**src/rtl/keypad_scanner_pkg.sv**
```systemverilog
// Shared types and helpers for the 4x4 matrix keypad scanner.
// Key codes follow the printed legend; letters and symbols map to 10..15.
package keypad_pkg;

    typedef enum logic [1:0] {
        SCAN     = 2'd0,
        DEBOUNCE = 2'd1,
        PRESSED  = 2'd2,
        RELEASE  = 2'd3
    } state_t;

    localparam int NUM_ROWS = 4;
    localparam int NUM_COLS = 4;

    localparam logic [3:0] KEY_A    = 4'd10;
    localparam logic [3:0] KEY_B    = 4'd11;
    localparam logic [3:0] KEY_C    = 4'd12;
    localparam logic [3:0] KEY_D    = 4'd13;
    localparam logic [3:0] KEY_STAR = 4'd14;
    localparam logic [3:0] KEY_HASH = 4'd15;

    function automatic logic [3:0] key_code(input logic [1:0] row, input logic [1:0] col);
        logic [3:0] code;
        case ({row, col})
            4'h0:    code = 4'd1;
            4'h1:    code = 4'd2;
            4'h2:    code = 4'd3;
            4'h3:    code = KEY_A;
            4'h4:    code = 4'd4;
            4'h5:    code = 4'd5;
            4'h6:    code = 4'd6;
            4'h7:    code = KEY_B;
            4'h8:    code = 4'd7;
            4'h9:    code = 4'd8;
            4'hA:    code = 4'd9;
            4'hB:    code = KEY_C;
            4'hC:    code = KEY_STAR;
            4'hD:    code = 4'd0;
            4'hE:    code = KEY_HASH;
            default: code = KEY_D;
        endcase
        return code;
    endfunction

    // A lone low column is a key; zero or several low columns mean "no key".
    function automatic logic one_low(input logic [3:0] cols);
        int n;
        n = 0;
        for (int i = 0; i < NUM_COLS; i++)
            if (!cols[i]) n++;
        return (n == 1);
    endfunction

    function automatic logic [1:0] low_index(input logic [3:0] bits);
        logic [1:0] idx;
        idx = 2'd0;
        for (int i = 0; i < NUM_ROWS; i++)
            if (!bits[i]) idx = 2'(i);
        return idx;
    endfunction

endpackage

```
**src/rtl/keypad_scanner_tick_gen.sv**
```systemverilog
// Free-running divider that produces a one-cycle enable every CLK_DIV clocks.
// Also used to pace the display multiplexer.
module tick_gen #(
    parameter int CLK_DIV = 100000
) (
    input  logic i_clk,
    input  logic i_rst_n,
    output logic o_tick
);
    localparam int CW = $clog2(CLK_DIV + 1);

    logic [CW-1:0] r_cnt;

    assign o_tick = (r_cnt == CW'(CLK_DIV - 1));

    always_ff @(posedge i_clk or negedge i_rst_n) begin
        if (!i_rst_n)
            r_cnt <= '0;
        else if (o_tick)
            r_cnt <= '0;
        else
            r_cnt <= r_cnt + 1'b1;
    end

endmodule

```
**src/rtl/keypad_scanner.sv**
```systemverilog
// 4x4 keypad scanner: walks one low row, debounces press and release on scan ticks,
// and reports each accepted key as a code with a one-cycle key_press strobe.
module keypad_scanner
    import keypad_pkg::*;
#(
    parameter int CLK_DIV        = 100000,
    parameter int DEBOUNCE_TICKS = 10
) (
    input  logic       CLOCK_50,
    input  logic       reset_n,
    input  logic [3:0] col_in,
    output logic [3:0] row_out,
    output logic [3:0] value,
    output logic       key_press,
    output logic       key_held,
    output state_t     o_dbg_state
);
    localparam int CW = $clog2(DEBOUNCE_TICKS + 1);

    logic [3:0]    r_col_s1;
    logic [3:0]    r_col_s2;
    logic [3:0]    r_cap;
    logic [3:0]    r_row;
    logic [3:0]    r_value;
    logic          r_key_press;
    logic          r_key_held;
    logic [CW-1:0] r_cnt;
    state_t        r_state;

    logic          w_tick;
    logic          w_valid;
    logic          w_all_high;
    logic          w_cnt_done;
    logic [3:0]    w_code;
    logic [3:0]    w_row_next;

    tick_gen #(.CLK_DIV(CLK_DIV)) u_tick (
        .i_clk   (CLOCK_50),
        .i_rst_n (reset_n),
        .o_tick  (w_tick)
    );

    assign w_valid    = one_low(r_col_s2);
    assign w_all_high = (r_col_s2 == 4'hF);
    assign w_cnt_done = (int'(r_cnt) + 1 >= DEBOUNCE_TICKS);
    assign w_code     = key_code(low_index(r_row), low_index(r_col_s2));
    assign w_row_next = {r_row[2:0], r_row[3]};

    always_ff @(posedge CLOCK_50 or negedge reset_n) begin
        if (!reset_n) begin
            r_col_s1    <= '0;
            r_col_s2    <= '0;
            r_cap       <= 4'hF;
            r_row       <= 4'b1110;
            r_value     <= '0;
            r_key_press <= 1'b0;
            r_key_held  <= 1'b0;
            r_cnt       <= '0;
            r_state     <= SCAN;
        end else begin
            r_col_s1    <= col_in;
            r_col_s2    <= r_col_s1;
            r_key_press <= 1'b0;
            if (w_tick) begin
                case (r_state)
                    SCAN: begin
                        if (w_valid) begin
                            r_cap <= r_col_s2;
                            r_cnt <= CW'(1);
                            // The detection tick already counts as the first stable sample.
                            if (DEBOUNCE_TICKS <= 1) begin
                                r_state     <= PRESSED;
                                r_value     <= w_code;
                                r_key_press <= 1'b1;
                                r_key_held  <= 1'b1;
                            end else begin
                                r_state <= DEBOUNCE;
                            end
                        end else begin
                            r_row <= w_row_next;
                        end
                    end
                    DEBOUNCE: begin
                        if (r_col_s2 == r_cap) begin
                            if (w_cnt_done) begin
                                r_cnt       <= CW'(DEBOUNCE_TICKS);
                                r_state     <= PRESSED;
                                r_value     <= w_code;
                                r_key_press <= 1'b1;
                                r_key_held  <= 1'b1;
                            end else begin
                                r_cnt <= r_cnt + 1'b1;
                            end
                        end else begin
                            r_cnt   <= '0;
                            r_row   <= w_row_next;
                            r_state <= SCAN;
                        end
                    end
                    PRESSED: begin
                        if (w_all_high) begin
                            if (DEBOUNCE_TICKS <= 1) begin
                                r_cnt      <= '0;
                                r_key_held <= 1'b0;
                                r_row      <= w_row_next;
                                r_state    <= SCAN;
                            end else begin
                                r_cnt   <= CW'(1);
                                r_state <= RELEASE;
                            end
                        end
                    end
                    default: begin
                        // Any low column here is release bounce: back to held, no new strobe.
                        if (w_all_high) begin
                            if (w_cnt_done) begin
                                r_cnt      <= '0;
                                r_key_held <= 1'b0;
                                r_row      <= w_row_next;
                                r_state    <= SCAN;
                            end else begin
                                r_cnt <= r_cnt + 1'b1;
                            end
                        end else begin
                            r_state <= PRESSED;
                        end
                    end
                endcase
            end
        end
    end

    assign row_out     = r_row;
    assign value       = r_value;
    assign key_press   = r_key_press;
    assign key_held    = r_key_held;
    assign o_dbg_state = r_state;

endmodule

```
**config.mk**
```make
export PLATFORM = sky130hd
export DESIGN_NAME = keypad_scanner
export DESIGN_NICKNAME = d
export VERILOG_FILES = /design/src/rtl/keypad_scanner_pkg.sv /design/src/rtl/keypad_scanner_tick_gen.sv /design/src/rtl/keypad_scanner.sv
export SDC_FILE = /design/constraint.sdc
export NUM_CORES = 1
export LEC_CHECK = 0
export BUFFER_PORTS_ARGS = -buffer_cell sky130_fd_sc_hd__buf_2
export CORE_UTILIZATION = 59
export DETAILED_ROUTE_END_ITERATION = 10
export PLACE_DENSITY = 0.83
export REMOVE_ABC_BUFFERS = 1
export SYNTH_ARGS = -nofsm -noshare
export SYNTH_HDL_FRONTEND = slang
export SYNTH_SLANG_ARGS = --single-unit
```
**constraint.sdc**
```tcl
create_clock -name CLOCK_50 -period 3.2 [get_ports CLOCK_50]
set_clock_uncertainty 0.05 [all_clocks]
set_input_delay 0.48 -clock CLOCK_50 [delete_from_list [all_inputs] [get_ports CLOCK_50]]
set_output_delay 0.48 -clock CLOCK_50 [all_outputs]
set_load 0.02 [all_outputs]
```
==> results of run 1 <==
-- sequential cells by signal (all words and copies together) (netlist names), 2 cells and up --
register / count
r_cnt: 4
r_col_s1: 4
value: 4
r_col_s2: 4
r_cap: 4
u_tick.r_cnt: 17
o_dbg_state: 2
row_out: 4
-- placed cells by master, fill, tap and decap left out, types with 3 or more instances in the layout --
cell,n
mux2i_1,3
a21oi_1,6
nand3_1,10
nor2_1,22
nand2_1,18
dfrtp_1,38
dfstp_2,7
and3_1,4
ha_1,15
nand4_1,4
buf_2,17
inv_1,12
nor3_1,7
clkbuf_8,5
xnor2_1,10
nand2b_1,3
o21ai_0,18
xor2_1,12
mux2_2,9
-- area by class of cell --
class                   count  area (um^2)  area share
inverters                  12         45.0      0.0168
clock buffers               5         68.8      0.0257
clock inverters             3         68.8      0.0257
multi-input cells         170         1210       0.452
flip-flops and latches     45         1130       0.423
repair buffers             18         92.6      0.0345
well taps                  48         60.1      0.0224
-- logic make-up after synthesis --
logic type | count (synthesis)
compound gates | 33
flops | 45
fa+ha+maj | 15
mux | 13
xor+xnor | 22
buf+inv | 16
simple gates | 87
-- routing by layer --
metal / up-vias / routed length (um) / GRT usage
li1: 842 / - / -
met1: 794 / 1920 / 0.251
met2: 35 / 2070 / 0.385
met3: 10 / 143 / 0.0534
met4: 0 / 89 / 0.104
met5: - / 0 / 0
-- power groups by stage --
stage	Sequential, uW	Clock [uW]	Combinational (uW)
4_1_cts	579	521	52.5
3_5_place_dp	590	0	51.5
2_1_floorplan	589	0	31.6
5_1_grt	580	545	59.8
3_3_place_gp	589	0	49.7
6_report	579	514	51.8
-- path summary, 6_finish.rpt --
kind	startpoint	slack (ps)	end
hold / removal	col_in[1]	230	r_col_s1[1]$_DFF_PN0_
min in group asynchronous	reset_n	260	value[1]$_DFFE_PN0P_
setup / recovery	r_col_s2[1]$_DFF_PN0_	360	o_dbg_state[0]$_DFFE_PN0P_
max in group asynchronous	reset_n	2240	key_press$_DFF_PN0_
hold reg to reg	r_col_s1[0]$_DFF_PN0_	300	r_col_s2[0]$_DFF_PN0_
setup reg to reg	r_col_s2[1]$_DFF_PN0_	360	o_dbg_state[0]$_DFFE_PN0P_
-- worst reg2reg max path: stages, from the launching register on --
cell and delay [ps]:
dfrtp_1 420, inv_1 80, ha_1 330, xnor2_1 230, ha_1 270, or2_2 280
o211a_1 230, o21ai_0 310, nand4_1 220, mux2_2 320
-- through the flow --
stage | area [um^2] | setup slack [ps] | hold WS [ps] | power, uW | instances
global route | 2680 | 222 | 216 | 1180 | 301
finish | 2680 | 364 | 232 | 1140 | 301
CTS | 2680 | 404 | 227 | 1150 | 301
global placement | 2540 | 576 | 283 | 639 | 293
detailed placement | 2540 | 459 | 285 | 641 | 293
floorplan | 2390 | 681 | 134 | 620 | 227
==> results.md, run 1 <==
* Clock Sinks at 45
* Crit path cell chain: inv_1 -> ha_1 -> xnor2_1 -> ha_1 -> or2_2 -> o211a_1 -> o21ai_0 -> nand4_1 -> mux2_2
* Layout cell share with drive strength beyond 1 at 0.209
* Adder and majority gate portion of the synthesized area at 0.0772
* Synth area leaders: dfrtp_1 39%, ha_1 7.7%, dfstp_2 7.6%, xor2_1 4.3%, mux2_2 4.2%
* Min-delay worst type: input pin to register
* Hold path depth at 1
* Total routed wirelength at 4230 um
* Crit path buffers/inverters at 1
* CP top delay family: adder cells
* Max-cap check violation count at 0
* Top cells by count, synth: 38 x dfrtp_1, 22 x nor2_1, 18 x nand2_1, 18 x o21ai_0, 15 x ha_1
* Reg clk slew, reported paths at 80 ps
* Crit path kind: register to register
* EDFF count, synth at 0
* Netlist area before placement at 2430 um^2
* RSZ-0062 raised after global routing: no
* Area Overhead vs Synth at 10.2%
* Switching pwr at 237 uW
* Clk Latency, worst-skew pair at 310 ps
* Worst Reg-to-Reg Cells at 9
* Actual slew at the worst max-slew pin at 950 ps
* WL/cell at 14.0 um
* Max-slew violation count at 0
* Die Ht at 66.2 um
* Setup violators final at 0
* Largest family of logic cells by synthesized area: simple AND/OR/NAND/NOR gates
* DP Wirelength at 2960 um
* Detail Route Antenna Nets at 0
* Core area at between 3000 and 4000 um^2
* Critical Path End Type: register
* Core Util, Final at 0.706
* Fillcell total at about 280
* Slowest stage delay, CP at 420 ps
* PostCTS Resize Cnt at 0
* H-tree levels at 2
* Post-CTS Setup Inserts at 0
* DR vias at 1681
* WP data arrival at 2970 ps
* DR iter-0 viols at 71
* DR pass1 iterations at 4
* Hold Fails Final Rpt at 0
* CTS Buf Count at 5
* Largest net degree at the start of global routing at 46
* Starting Density at 0.640
* Via density per instance at 5.58
* Vias in the first global route at about 1700
* Most frequent cell after synthesis: dfrtp_1
* Total GRT Usage at 0.220
* Fin nets at 273
* Leak at 0.00125 uW
* CTS Root Cell: clkbuf_8
* Yosys reg bits at 45
* Worst path depth at 9
* PD cells at 427 nW/um^2
* Max VDD drop at around 0.35 mV
* Mux cell area share after synthesis at 0.0586
* IO Port Bufs at 17
* CP max FO at 4
* Crit-path most repeated cell: ha_1
* Fin crit period at 2840 ps
* Synth Area in XOR/XNOR at 0.0792
* Sw Share at 0.207
* Leading area contributor after synthesis: dfrtp_1
* First-pass GRT wire length at 7100 um
* Fraction of synthesis flops using an asynchronous set or reset pin at 1.00
* Outcome: finished clean
* Part of the power in registers at 0.506
* Comb power frac at 0.045
* Post-route DRC at 0
* Syn avg cell area at 10.5 um^2
* Clock power share at 0.449
* Fin Setup TNS at 0 ps
* Post-Syn Instances at 231
* Cell variety after synth at 41
* Grt total ovfl at 0
* Fmax at 0.353 GHz
* Die W at roughly 66 um
* Post-synthesis compound-gate area fraction at 0.0869
* Inserted Diodes at 0
* Startpoint types: register
* Internal at 907 uW
* Share of the synthesized area in the top cell type at 0.391
* Yosys warns at 0
* Dominant synthesized flop cell: dfrtp_1
* Worst Path Required at 3340 ps
* CTS Hold Bufs at 0
* FP Rows at 22
* CTS tree: built
* Sequential area share after synthesis at 0.467
* Top-Level Pins at 18
* Die ar. at about 4400 um^2
* Post-Synth Simple-Gate Area at 0.196
* Initial antenna violation count at 0
* Relative slew slack at 0.367
* Final period utilization at 0.886
* Slowest CP cell: dfrtp_1
* Gpl congestion at 0.880
* Maximum clock path buffer count at 2
Power figures use the tool's default switching activity.
==> run 2: changes to the inputs <==
ABC_AREA = 1   (was unset)
CORE_UTILIZATION = 60   (was 59)
CTS_CLUSTER_DIAMETER = 200   (was unset)
PLACE_DENSITY = 0.84   (was 0.83)
==> results.md, run 2 <==
* Outcome: finished clean
* Core Util, Final at 0.687 (-0.0194)
* Fraction of synthesis flops using an asynchronous set or reset pin at 1.00 (unchanged)
* DP Wirelength at 3950 um (+33%)
* Largest net degree at the start of global routing at 46 (unchanged)
* Slowest CP cell: dfrtp_1
* Worst Path Required at 3340 ps (about the same)
* Crit path buffers/inverters at 3 (+2)
* Area Overhead vs Synth at 9.20%
* Post-Syn Instances at 354 (+53%)
* Hold path depth at 1 (unchanged)
* Setup WS pre-CTS at 952 ps (+494 ps)
* Biggest register: u_tick.r_cnt
* Crit path cell chain: inv_1 -> ha_1 -> inv_1 -> nand2_1 -> nand2_2 -> inv_1 -> ha_1 -> nor2_1 -> nand2_1 -> o21ai_4 -> nand2_2 -> nand2_2 -> nand2_2 -> o21bai_1 -> nand2_1
* Fin Setup TNS at 0 ps (unchanged)
* Share of the synthesized area in the top cell type at 0.343 (-0.0483)
* Total routed wirelength at 5290 um (+25%)
* Crit-path most repeated cell: nand2_2
* Max-slew violation count at 0 (unchanged)
* CTS Buf Count at 5 (unchanged)
* WL/cell at 12.3 um (-12%)
* Most frequent cell after synthesis: nand2_1
* Leak at 0.00158 uW (+26%)
* CTS tree: built
* DR pass1 iterations at 4 (unchanged)
* RSZ-0062 raised after global routing: no
* Fmax at 0.435 GHz (+23%)
* Die ar. at 4900 um^2 (+12%)
* Layout cell share with drive strength beyond 1 at 0.183 (-0.0269)
* Sequential area share after synthesis at 0.409 (-0.0576)
* WP data arrival at 2440 ps (-530 ps)
* IO Port Bufs at 17 (unchanged)
* DR iter-0 viols at 114 (+61%)
* Grt total ovfl at 0 (unchanged)
* Leading area contributor after synthesis: dfrtp_1
* Core area at 4410 um^2 (+16%)
* EDFF count, synth at 0 (unchanged)
* Netlist area before placement at 2780 um^2 (+14%)
* Die W at 70.0 um (+5.7%)
* Actual slew at the worst max-slew pin at 971 ps (+21.2 ps)
* Startpoint types: register
* Dominant synthesized flop cell: dfrtp_1
* Top cells by count, synth: 100 x nand2_1, 47 x inv_1, 38 x dfrtp_1
* Maximum clock path buffer count at 2 (unchanged)
* Fin crit period at 2300 ps (-539 ps)
* Syn avg cell area at 7.84 um^2 (-26%)
* Top-Level Pins at 18 (unchanged)
* Worst path depth at 15 (+6)
* Slowest stage delay, CP at 400 ps (-20 ps)
* FP Rows at 24 (+9.1%)
* Initial antenna violation count at 0 (unchanged)
* H-tree levels at 2 (unchanged)
* Max VDD drop at 0.232 mV (-35%)
* Yosys warns at 0 (unchanged)
* Min-delay worst type: input pin to register
* CP top delay family: simple AND/OR/NAND/NOR gates
* Setup ws final at 902 ps (+539 ps)
* Max FFs per register at 17 (unchanged)
* CP max FO at 4 (unchanged)
* Total GRT Usage at 0.239 (+0.0184)
* DR vias at 2287 (+36%)
* CTS Root Cell: clkbuf_8
* Vias in the first global route at 2241 (+36%)
* PostCTS Resize Cnt at 0 (unchanged)
* Clock Sinks at 45 (unchanged)
* Final period utilization at 0.718 (-0.168)
* Most common cell after layout, fill and taps aside: nand2_1
* Max-cap check violation count at 0 (unchanged)
* Critical Path End Type: register
* Via density per instance at 5.32 (-4.8%)
* CTS Hold Bufs at 0 (unchanged)
* Setup violators final at 0 (unchanged)
* Reg clk slew, reported paths at 80 ps (about the same)
* Relative slew slack at 0.352 (-0.0142)
* Most frequent cells in the layout: 100 x nand2_1, 47 x inv_1, 38 x dfrtp_1
* Fillcell total at 363 (+30%)
* Crit path kind: register to register
* Detail Route Antenna Nets at 0 (unchanged)
* Hold Fails Final Rpt at 0 (unchanged)
* Post-route DRC at 0 (unchanged)
* Die Ht at 70.0 um (+5.7%)
* PD cells at 359 nW/um^2 (-16%)
* Yosys reg bits at 45 (unchanged)
* Gpl congestion at 0.919 (+4.4%)
* Fin nets at 398 (+46%)
* Worst Reg-to-Reg Cells at 15 (+6)
* Starting Density at 0.629 (-0.0116)
* Inserted Diodes at 0 (unchanged)
* Post-CTS Setup Inserts at 0 (unchanged)
* Cell variety after synth at 39 (-4.9%)
* Clk Latency, worst-skew pair at 300 ps (about the same)
* First-pass GRT wire length at 9400 um (+32%)
* Synth area leaders: dfrtp_1 34%, nand2_1 14%, ha_1 6.8%, dfstp_2 6.6%, inv_1 6.4%
* Min Hold Slack at 237 ps (+4.94 ps)
## run 2: cell types whose count changed in the layout (fill, tap and decap cells not counted), sizes merged, moves of 5 or more
cell and change:
inv +39, mux2 -10, nand2 +93, nand3 +15
nand4 +9, nor2 +20, o21ai -5, xnor2 -8
xor2 -9
## run 2: worst paths after layout
check / from / slack, ps / endpoint
max reg2reg: r_col_s2[1]$_DFF_PN0_ / 900 / o_dbg_state[0]$_DFFE_PN0P_
max: r_col_s2[1]$_DFF_PN0_ / 900 / o_dbg_state[0]$_DFFE_PN0P_
max in group asynchronous: reset_n / 2220 / u_tick.r_cnt[13]$_DFF_PN0_
min: col_in[2] / 240 / r_col_s1[2]$_DFF_PN0_
min in group asynchronous: reset_n / 270 / u_tick.r_cnt[0]$_DFF_PN0_
min reg2reg: r_col_s1[0]$_DFF_PN0_ / 300 / r_col_s2[0]$_DFF_PN0_
## run 2: per-stage QoR
stage | total power, uW | instance area (um^2) | cells
3_5_place_dp | 655 | 2910 | 422
3_3_place_gp | 653 | 2910 | 422
6_report | 1090 | 3030 | 430
4_1_cts | 1100 | 3030 | 430
2_1_floorplan | 633 | 2760 | 353
5_1_grt | 1130 | 3030 | 430
## run 2: cell type report
cell class                 instances  area, um^2  share of cell area
inverter                          53         204              0.0673
sequential                        45        1130               0.374
multi-input combinational        255        1430               0.470
timing repair buffer              17        85.1              0.0281
tap                               52        65.1              0.0215
clock inverter                     1        30.0             0.00991
clock buffer                       7        86.3              0.0285
## run 2: where the power goes
group	leakage (uW)	total (uW)	internal (uW)	switching [uW]
Clock	0.0000585	443	255	188
Sequential	0.000570	578	574	3.90
Combinational	0.000947	67.3	19.4	47.9
Total	0.00158	1090	848	240
## run 2: metal layers
metal | track usage | vias to the layer above | routed length, um
met2 | 0.411 | 53 | 2530
met5 | 0 | - | 0
met1 | 0.295 | 1052 | 2460
met4 | 0.0867 | 0 | 78
li1 | - | 1174 | -
met3 | 0.0491 | 8 | 220
## run 2: worst register-to-register path: cells and delay by family (launching register included)
kind,cells,cell delay (ps)
compound gates,2,260
fa+ha+maj,2,570
buf+inv,3,260
flops,1,400
simple gates,8,680
## run 2: kinds of logic (layout without fill, tap and decap cells)
family                     count (synthesis)  in the layout  synth area share
AOI/OAI and AO/OA                         30             30            0.0658
xor gates and xnor gates                   5              5            0.0185
adders and majority gates                 15             15            0.0676
buffers and inverters                     54             78            0.0775
DFF                                       45             45             0.409
and+or+nand+nor                          205            205             0.362
==> run 3: changes to the inputs <==
ABC_AREA = 0   (was 1)
CORE_UTILIZATION = 54   (was 60)
PLACE_DENSITY = 0.81   (was 0.84)
clock period = 2 ns   (was 3.2 ns; I/O delays follow)
==> results.md, run 3 (synthesized netlist as in run 1, its figures left out) <==
* H-tree levels at 2 (unchanged)
* Top-Level Pins at 18 (unchanged)
* Fillcell total at 321 (-12%)
* Startpoint types: register
* Worst Reg-to-Reg Cells at 9 (-6)
* CTS Root Cell: clkbuf_8
* Grt total ovfl at 0 (unchanged)
* Reg2Reg Launch Point: r_col_s2[1]$_DFF_PN0_
* Total GRT Usage at 0.210 (-0.0283)
* Total routed wirelength at 4940 um (-6.6%)
* Core area at 4350 um^2 (-1.4%)
* Fin nets at 307 (-23%)
* Most frequent cells in the layout: 37 x dfrtp_1, 34 x buf_4, 19 x nor2_1
* Fmax at 0.406 GHz (-6.8%)
* DP Wirelength at 3150 um (-20%)
* Critical Path End: o_dbg_state[0]$_DFFE_PN0P_
* DR vias at 1853 (-19%)
* Initial antenna violation count at 0 (unchanged)
* Clock Sinks at 45 (unchanged)
* CTS tree: built
* Leak at 0.00145 uW (-7.9%)
* Max-slew violation count at 0 (unchanged)
* Relative slew slack at 0.630 (+0.277)
* Hold Fails Final Rpt at 0 (unchanged)
* Setup WS pre-CTS at -628 ps (-1580 ps)
* Area Overhead vs Synth at 27.8%
* Final period utilization at 1.23 (+0.514)
* Internal reg-to-reg setup slack at -460 ps (-1370 ps)
* DR iter-0 viols at 74 (-35%)
* Worst Path Required at 2140 ps (-1200 ps)
* Maximum clock path buffer count at 2 (unchanged)
* Worst R2R End: o_dbg_state[0]$_DFFE_PN0P_
* FP Rows at 24 (unchanged)
* Clock power share at 0.386 (-0.021)
* Via density per instance at 5.47 (+2.8%)
* Outcome: finished, violations left
* Clk Latency, worst-skew pair at 300 ps (about the same)
* Max FFs per register at 17 (unchanged)
* Post-route DRC at 0 (unchanged)
* Most common cell after layout, fill and taps aside: dfrtp_1
* Die W at 69.1 um (-1.3%)
* Core Util, Final at 0.714 (+0.0273)
* Inserted Diodes at 0 (unchanged)
* IO Port Bufs at 17 (unchanged)
* DR pass1 iterations at 6 (+2)
* WP data arrival at 2600 ps (+160 ps)
* Die ar. at 4780 um^2 (-2.5%)
* Biggest register: u_tick.r_cnt
* PD cells at 567 nW/um^2 (+58%)
* Fin crit period at 2460 ps (+166 ps)
* Setup ws final at -464 ps (-1370 ps)
* Part of the power in registers at 0.524 (-0.007)
* Crit path kind: register to register
* CP max FO at 3 (-1)
* Max VDD drop at 0.438 mV (+89%)
* WL/cell at 14.6 um (+18%)
* Actual slew at the worst max-slew pin at 556 ps (-416 ps)
* Largest net degree at the start of global routing at 46 (unchanged)
* Critical Path End Type: register
* Gpl congestion at 0.862 (-6.2%)
* Sw Share at 0.225 (+0.00465)
* Starting Density at 0.559 (-0.0701)
* Layout cell share with drive strength beyond 1 at 0.383 (+0.201)
* Setup violators final at 14 (+14)
* Max-cap check violation count at 0 (unchanged)
* Internal at 1360 uW (+61%)
* Min-delay worst type: input pin to async pin
* CTS Hold Bufs at 0 (unchanged)
* Switching pwr at 397 uW (+65%)
* Comb power frac at 0.090 (+0.028)
* Die Ht at 69.1 um (-1.3%)
* First-pass GRT wire length at 8090 um (-14%)
* RSZ-0062 raised after global routing: yes
* Detail Route Antenna Nets at 0 (unchanged)
* Failing checks: setup timing
* Worst Setup SP: r_col_s2[1]$_DFF_PN0_
* Reg clk slew, reported paths at 80 ps (about the same)
* Vias in the first global route at 1875 (-16%)
* CTS Buf Count at 5 (unchanged)
[run 3: critical path, stage by stage, from the launching register on]
cell and delay [ps]:
dfrtp_1 400, buf_4 160, ha_4 170, a21oi_4 170, ha_4 220, or2_4 230
o211a_4 250, o21ai_4 150, nand4_1 200, mux2_4 350
[run 3: worst min path at each step]
stage                                     start  slack, ps  depth (start not counted)                          to
after global routing                  col_in[3]         30                          1       r_col_s1[3]$_DFF_PN0_
after floorplan                         reset_n        -50                          0        key_held$_DFFE_PN0P_
after global placement    r_col_s1[2]$_DFF_PN0_        280                          0       r_col_s2[2]$_DFF_PN0_
final                                   reset_n         10                          2        value[3]$_DFFE_PN0P_
after CTS                               reset_n         40                          2  u_tick.r_cnt[13]$_DFF_PN0_
after detailed placement  r_col_s1[2]$_DFF_PN0_        280                          0       r_col_s2[2]$_DFF_PN0_
[run 3: routing by layer]
layer | track usage | share of wire | vias up
met1 | 0.253 | 0.43 | 896
met2 | 0.369 | 0.52 | 37
li1 | - | - | 907
met5 | 0 | 0 | -
met4 | 0.0680 | 0.025 | 0
met3 | 0.0497 | 0.026 | 13
[run 3: final cells by class]
class                   instances  area, um^2  area share
inverters                      12        45.0      0.0145
clock buffers                   6        72.6      0.0233
repair buffers                 52         352       0.113
well taps                      52        65.1      0.0209
clock inverters                 2        35.0      0.0113
multi-input cells             170        1400       0.451
flip-flops and latches         45        1140       0.366
[run 3: power groups by stage]
| stage | registers, uW | clock network [uW] | logic, uW |
|---|---|---|---|
| 6_report | 924 | 680 | 158 |
| 3_3_place_gp | 939 | 0 | 97.3 |
| 3_5_place_dp | 940 | 0 | 101 |
| 4_1_cts | 923 | 690 | 130 |
| 2_1_floorplan | 942 | 0 | 50.5 |
| 5_1_grt | 925 | 725 | 175 |
[run 3: metrics by stage]
step | power (uW) | cells | instance area (um^2) | TNS (ps) | hold WS (ps)
floorplan | 992 | 227 | 2390 | -5810 | -45.6
global placement | 1040 | 326 | 2770 | -6650 | 282
detailed placement | 1040 | 326 | 2770 | -7530 | 285
CTS | 1740 | 337 | 3010 | -4840 | 43.3
global route | 1830 | 339 | 3110 | -6660 | 31.4
finish | 1760 | 339 | 3110 | -5090 | 12.1
[run 3: what timing repair did]
item                                    4_1_cts  5_1_grt
resized for setup                            28       16
pin swaps                                    14        8
buffers inserted                              3        2
endpoints found under the setup margin       15       20
endpoints found under the hold margin         0        0
